## config.mk

```make
export PLATFORM = sky130hd
export DESIGN_NAME = input_conditioner
export DESIGN_NICKNAME = d
export VERILOG_FILES = /design/src/rtl/input_conditioner.sv
export SDC_FILE = /design/constraint.sdc
export NUM_CORES = 1
export LEC_CHECK = 0
export BUFFER_PORTS_ARGS = -buffer_cell sky130_fd_sc_hd__buf_2
export CAP_MARGIN = 10
export CORE_UTILIZATION = 40
export DETAILED_ROUTE_END_ITERATION = 8
export PLACE_DENSITY_LB_ADDON = 0.3
export SYNTH_ARGS = -nofsm -noshare
export SYNTH_HDL_FRONTEND = slang
export SYNTH_SLANG_ARGS = --single-unit
```

## constraint.sdc

```tcl
create_clock -name clk -period 3.3 [get_ports clk]
set_input_delay 0.66 -clock clk [delete_from_list [all_inputs] [get_ports clk]]
set_output_delay 0.66 -clock clk [all_outputs]
set_load 0.01 [all_outputs]
```

## src/rtl/input_conditioner.sv

```systemverilog
// Multi-channel button/switch front-end: synchronise, optionally invert, debounce,
// then derive press/release pulses, a long-press flag and an auto-repeat pulse train.
module input_conditioner #(
    parameter int          N               = 5,
    parameter int          SYNC_STAGES     = 2,
    parameter int          DEBOUNCE_CYCLES = 16,
    parameter int          HOLD_CYCLES     = 64,
    parameter int          REPEAT_CYCLES   = 16,
    parameter logic [N-1:0] INVERT         = '0
) (
    input  logic           clk,
    input  logic           rst,
    input  logic [N-1:0]   in,
    input  logic [N-1:0]   repeat_en,
    output logic [N-1:0]   out,
    output logic [N-1:0]   ondn,
    output logic [N-1:0]   onup,
    output logic [N-1:0]   long,
    output logic [N-1:0]   rpt,
    output logic [2*N-1:0] hold_state
);

    localparam int CNT_W   = $clog2(DEBOUNCE_CYCLES + 1);
    localparam int TMR_MAX = (HOLD_CYCLES > REPEAT_CYCLES) ? HOLD_CYCLES : REPEAT_CYCLES;
    localparam int TMR_W   = $clog2(TMR_MAX + 1);

    localparam logic [CNT_W-1:0] CNT_LAST  = CNT_W'(DEBOUNCE_CYCLES - 1);
    localparam logic [TMR_W-1:0] HOLD_LAST = TMR_W'(HOLD_CYCLES - 1);
    localparam logic [TMR_W-1:0] RPT_LAST  = TMR_W'(REPEAT_CYCLES - 1);

    typedef enum logic [1:0] {
        ST_IDLE   = 2'd0,
        ST_WAIT   = 2'd1,
        ST_REPEAT = 2'd2
    } hold_state_e;

    for (genvar i = 0; i < N; i++) begin : g_ch
        logic [SYNC_STAGES-1:0] sync_q;
        logic [CNT_W-1:0]       cnt_q;
        logic [TMR_W-1:0]       timer_q;
        hold_state_e            state_q;
        logic                   out_q;
        logic                   ondn_q;
        logic                   onup_q;
        logic                   long_q;
        logic                   rpt_q;
        logic                   synced;
        logic                   mismatch;
        logic                   flip;
        logic                   rise;
        logic                   fall;

        // Sync flops reset to 0 so an idle active-low pin never looks pressed.
        always_ff @(posedge clk or posedge rst) begin
            if (rst) begin
                sync_q <= '0;
            end else begin
                sync_q[0] <= in[i] ^ INVERT[i];
                for (int s = 1; s < SYNC_STAGES; s++) begin
                    sync_q[s] <= sync_q[s-1];
                end
            end
        end

        assign synced   = sync_q[SYNC_STAGES-1];
        assign mismatch = synced != out_q;
        assign flip     = mismatch && (cnt_q == CNT_LAST);
        assign rise     = flip && !out_q;
        assign fall     = flip && out_q;

        // Debounce counter and hold FSM share one register block so the press
        // edge, the first repeat pulse and ondn all land on the same clock edge.
        always_ff @(posedge clk or posedge rst) begin
            if (rst) begin
                cnt_q   <= '0;
                out_q   <= 1'b0;
                ondn_q  <= 1'b0;
                onup_q  <= 1'b0;
                long_q  <= 1'b0;
                rpt_q   <= 1'b0;
                timer_q <= '0;
                state_q <= ST_IDLE;
            end else begin
                ondn_q <= rise;
                onup_q <= fall;
                rpt_q  <= 1'b0;

                if (!mismatch) begin
                    cnt_q <= '0;
                end else if (flip) begin
                    cnt_q <= '0;
                    out_q <= ~out_q;
                end else begin
                    cnt_q <= cnt_q + 1'b1;
                end

                if (fall) begin
                    state_q <= ST_IDLE;
                    timer_q <= '0;
                    long_q  <= 1'b0;
                end else begin
                    case (state_q)
                        ST_IDLE: begin
                            if (rise) begin
                                state_q <= ST_WAIT;
                                timer_q <= '0;
                                rpt_q   <= repeat_en[i];
                            end
                        end
                        ST_WAIT: begin
                            if (timer_q == HOLD_LAST) begin
                                state_q <= ST_REPEAT;
                                timer_q <= '0;
                                long_q  <= 1'b1;
                                rpt_q   <= repeat_en[i];
                            end else begin
                                timer_q <= timer_q + 1'b1;
                            end
                        end
                        ST_REPEAT: begin
                            if (timer_q == RPT_LAST) begin
                                timer_q <= '0;
                                rpt_q   <= repeat_en[i];
                            end else begin
                                timer_q <= timer_q + 1'b1;
                            end
                        end
                        default: begin
                            state_q <= ST_IDLE;
                            timer_q <= '0;
                            long_q  <= 1'b0;
                        end
                    endcase
                end
            end
        end

        assign out[i]               = out_q;
        assign ondn[i]              = ondn_q;
        assign onup[i]              = onup_q;
        assign long[i]              = long_q;
        assign rpt[i]               = rpt_q;
        assign hold_state[2*i +: 2] = state_q;
    end

endmodule
```

# After elaboration in Yosys (flattened, before gate mapping)
# Index checks and enable logic that the tools add are counted.
# Widths: inputs -> output; s select.
[totals]
ff_bits = 105
latchBits = 0
ram_bits = 0
mem_bits_ro = 0
in_bits = 12
out_inout_bits = 35
word_cells = 250
memories = 0
[op_classes]
n_addsub = 10
multipliers = 0
div = 0
magnitude_cmp = 0
eq_ne = 50
shifts = 0
n_mux = 95
bitwise_logic = 5
n_reduce_logical = 45
[ops]
columns = ["cell", "count"]
rows = [
  ["$mux 7", 20],
  ["$pmux 7 s3", 5],
  ["$mux 5", 10],
  ["$add 7x1->7 const B", 5],
  ["$eq 7x4->1 const B", 5],
  ["$eq 7x6->1 const B", 5],
  ["$mux 1", 30],
  ["$mux 2", 15],
  ["$ne 3x3->1 const B", 10],
  ["$pmux 2 s3", 5],
  ["$add 5x1->5 const B", 5],
  ["$eq 5x4->1 const B", 5],
  ["$reduce_and 2->1", 10],
  ["$logic_and 1x1->1", 15],
  ["$pmux 1 s3", 5],
  ["$reduce_and 3->1", 5],
  ["$eq 2x1->1 const B", 5],
  ["$eq 2x2->1 const B", 5],
  ["$logic_not 2->1", 5],
  ["$ne 2x1->1 const B", 5],
  ["$ne 2x2->1 const B", 5],
  ["$pmux 1 s2", 5],
  ["$reduce_or 2->1", 5],
  ["$logic_not 1->1", 5],
  ["2 further kinds", 10],
]

# Longest topological paths before layout
[depth]
depth_word = 6
mapped_depth = 6
ltp_nobuf = 6

# Worst setup path after synthesis
# Ideal clock, no wire load.
[synth_timing]
path_kind = "flip-flop to flip-flop"
startpoint = "register g_ch[1].timer_q[0]"
endpoint = "register g_ch[1].timer_q[3]"
setup_time_ns = 0.087
t_arrival_ns = 1.596
t_required_ns = 3.213
setup_slack_ns = 1.617
stages_incl_launch_ff = 7
path_buffers = 1
period_less_slack_ns = 1.683
cell_sequence = "dfrtp_1 -> ha_1 -> and4b_1 -> buf_2 -> a31oi_2 -> o211ai_1 -> o211ai_1"
[synth_between]
elab_chain_len = 4
elab_cells_between_ends = 7
cone_classes = "add/sub (1); eq/ne (2); mux (4)"
[synth_rtl]
columns = ["item", "line", "text"]
rows = [
  ["start: declaration", "40", "logic [TMR_W-1:0] timer_q;"],
  ["start signal: assignment", "117", "timer_q <= timer_q + 1'b1;"],
  ["start signal: assignment", "125", "timer_q <= timer_q + 1'b1;"],
  ["$add 7x1->7 (tied with other cells)", "117, 125", ""],
  ["$mux 7 (on tied branches)", "121, 111", ""],
  ["$pmux 7 s3 (*)", "102", "case (state_q)"],
  ["$mux 7 (*)", "97", "if (fall) begin"],
]
# Mark *: on every way between the ends. The rest lies on a longest branch, timed or not.
# A chain may end at the register's enable or synchronous reset.

# Final worst setup path
[layout_timing]
startpoint = "register g_ch[4].cnt_q[0]"
endpoint = "register g_ch[4].timer_q[5]"
[layout_between]
elab_chain_len = 4
elab_cells_between_ends = 6
cone_classes = "eq/ne (2); mux (1); reduce/logical (3)"
[layout_rtl]
columns = ["item", "line", "text"]
rows = [
  ["start: declaration", "39", "logic [CNT_W-1:0] cnt_q;"],
  ["start signal: assignment", "94", "cnt_q <= cnt_q + 1'b1;"],
  ["$eq 5x4->1 (*)", "67", "assign flip = mismatch && (cnt_q == CNT_LAST);"],
  ["$logic_and 1x1->1 (*)", "67", ""],
  ["$logic_and 1x1->1 (on tied branches)", "68, 69", ""],
  ["$ne 3x3->1 (no source line) or $mux 7 (tied branches)", "--", ""],
  ["end signal: assignment", "117", ""],
  ["end signal: assignment", "125", ""],
  ["end: declaration", "40", ""],
]
# Marks and branches as above.

==> flow_summary.toml <==
[grt]
grt-ovfl-total = 0
grt_pass1_vias = 4048
grt_usage_pct = 15.6
antenna_found_initial = 0
grt_max_degree = 78
grt_pass1_wl_um = 18400

[worst_hold_path]
hp-class = "flip-flop to flip-flop"
worstHoldStart = "g_ch[0].sync_q[0]$_DFF_PP0_"

[routing]
via_per_inst = 5.39
drc = 0
drtAntennaViolNets = 0
drt_iter0_drc = 194
wl_um = 10600
firstDrtPassIters = 4
avgRoutedWirePerCell_um = 13.9
vias = 4126

[setup_path]
crit_arrival_ns = 2.10
worst_ep_required_time_ns = 3.54
startpoint = "g_ch[4].cnt_q[0]$_DFF_PP0_"
critical_path_class = "flip-flop to flip-flop"
end_kind = "flip-flop"
crit_slowest_cell = "o31ai_2"
reg2reg_from = "g_ch[4].cnt_q[0]$_DFF_PP0_"
cpPeakStageDelay_ns = 0.56
start_kind = "flip-flop"
crit_fanout = 8
path_cells = "ha_1 > nand3_2 > o31ai_2 > a21oi_1 > a221o_1"

[timing]
fin_crit_sh_pct = 56.4
rsz0062_at_grt = "no"
max_freq_mhz = 537
hold_violations = 0
slew_headroom_pct = 55.6
hold_slack_ns = 0.346
slew_viol_final = 0
setup_viol = 0
tns_ns = 0
worst_pin_slew_ns = 0.661
final.min_clock_period_ns = 1.86
fin_skew_ns = 0.00472

[power]
power.internal_mw = 2.54
p_switching_mw = 1.38
cellLeakagePower_nw = 2.78
swShare_pct = 35.2
ir_drop_mv = 0.247
power_density_mw_per_mm2 = 628
clockPowerShare_pct = 27.4
pwr-share-seq_pct = 39.3
p_comb_share_pct = 33.3

[finish]
drive_above_1_share_pct = 17.4
stdcell_count = 765
syn2layout_area_growth_pct = 9.11
filler_cell_count = 1309
antennaDiodeCount = 0
nets = 627

[floorplan]
die_w_um = 122
die_area_mm2 = 0.0148
initial_core_util_pct = 41.2
die_y_um = 122
io_pins = 47
core_area_mm2 = 0.0139
rows = 43

[placed_design]
dpl.hpwl_um = 7540
placed_cells = 749
portBuffers = 46
gp_congestion = 0.864

[clock_tree]
cts_buffer_depth = 2
cts_tree = "built"
h-tree-depth = 3
clock_sinks = 105
cts_hold_buf = 0
cts_buffers = 9
root_buffer = "clkbuf_16"
clk_latency_ns = 0.35
path_clk_slew_ns = 0.07
cts_resized = 0
cts_setup_buffers = 0

[synth]
synth_seq_area_share_pct = 46.0
synth.cell_area_mm2 = 0.00571
yosys_warnings = 0
synthArstFlopShare_pct = 100
synth-edff-count = 0
ys.flop_type = "dfrtp_1"
syn_nets = 607
syn_area_per_cell_um2 = 10.2
synth_seq_cells = 105
synth.distinct_cells = 62
synthCells = 560

[outcome]
status = "finished clean"

[flow_run]
cap_violations = 0
[stage by stage]
stage	power, mW	util (%)	instance area, µm²	setup slack [ns]
detailed placement	2.87	42.8	5940	1.46
global placement	2.84	42.8	5940	1.53
global route	4.18	44.9	6230	1.29
CTS	3.97	44.9	6230	1.45
floorplan	2.58	-	5720	1.38
finish	3.92	44.9	6230	1.44
[sequential cells by signal, indices dropped and copies added (netlist names)]
signal and flops:
g_ch.cnt_q 25, g_ch.long_q 5, g_ch.ondn_q 5, g_ch.onup_q 5, g_ch.out_q 5, g_ch.rpt_q 5
g_ch.state_q 10, g_ch.sync_q 10, g_ch.timer_q 35
[power by group through the flow]
| stage | Clock (mW) | Combinational [mW] | Sequential, mW |
|---|---|---|---|
| 3_5_place_dp | 0 | 1.30 | 1.57 |
| 2_1_floorplan | 0 | 1.02 | 1.56 |
| 4_1_cts | 1.11 | 1.32 | 1.54 |
| 5_1_grt | 1.15 | 1.46 | 1.56 |
| 3_3_place_gp | 0 | 1.28 | 1.55 |
| 6_report | 1.07 | 1.30 | 1.54 |
[Yosys cell counts, types with 8 or more instances]
cell | instances | area [µm²]
nand2_1 | 67 | 251
buf_4 | 25 | 188
xnor2_1 | 9 | 78.8
inv_1 | 26 | 97.6
nand3_1 | 29 | 145
clkbuf_1 | 8 | 30.0
o2111ai_1 | 14 | 123
nor2b_1 | 9 | 56.3
or2_2 | 10 | 62.6
ha_1 | 35 | 438
dfrtp_1 | 105 | 2630
nor3_1 | 18 | 90.1
nor2_1 | 21 | 78.8
mux2i_1 | 8 | 80.1
a21oi_1 | 13 | 65.1
o211ai_1 | 14 | 105
o21ai_0 | 27 | 135
[area by class of cell]
class,count,area (µm²),area share [%]
tap,180,225,3.61
sequential,105,2630,42.2
timing repair buffer,47,250,4.01
clock buffer,13,250,4.01
inverter,26,101,1.63
clock inverter,3,40.0,0.642
multi-input combinational,391,2740,43.9
[critical path: cells and delay by family, from the launching register on]
kind | cells | cell delay [ns]
AOI/OAI and AO/OA | 3 | 1.00
adders and majority gates | 1 | 0.21
and+or+nand+nor | 1 | 0.16
DFF | 1 | 0.38
[path summary, 6_finish.rpt]
kind	slack [ns]	cells after the start	end
min reg2reg	0.35	0	g_ch[0].sync_q[1]$_DFF_PP0_
min in group asynchronous	0.40	2	g_ch[2].sync_q[0]$_DFF_PP0_
max reg2reg	1.44	5	g_ch[4].timer_q[5]$_DFFE_PP0P_
max in group asynchronous	2.10	3	g_ch[2].cnt_q[3]$_DFF_PP0_
max	1.44	5	g_ch[4].timer_q[5]$_DFFE_PP0P_
min	0.35	0	g_ch[0].sync_q[1]$_DFF_PP0_
[placed cells by master, fill, tap and decap left out, types with 7 or more instances in the layout]
master,count
nor3_1,18
nor2_1,21
nor2b_1,9
clkbuf_16,9
or2_2,10
a31oi_1,7
xnor2_1,9
nand2_1,67
o21ai_0,27
ha_1,35
inv_1,25
mux2i_1,8
a21oi_1,13
nand3_1,29
o2111ai_1,14
dfrtp_1,105
buf_2,46
o211ai_1,14
[routing by layer]
| metal | wire (µm) | part of all wire (%) | GRT usage [%] | vias to the layer above |
|---|---|---|---|---|
| met4 | 178 | 1.7 | 6.40 | 0 |
| met5 | 0 | 0 | 0 | - |
| li1 | - | - | - | 2036 |
| met2 | 4940 | 47 | 25.4 | 73 |
| met1 | 5100 | 48 | 20.0 | 2005 |
| met3 | 388 | 3.7 | 3.43 | 12 |
[logic make-up (layout without fill, tap and decap cells)]
family | count (synthesis) | after routing | share of synthesized area, %
compound gates | 133 | 133 | 17.8
xor+xnor | 17 | 17 | 2.87
fa+ha+maj | 35 | 35 | 7.67
simple gates | 193 | 193 | 17.3
mux | 13 | 13 | 2.39
flops | 105 | 105 | 46.0
buf+inv | 64 | 89 | 6.07
No activity file was read; power rests on OpenSTA's default activity.
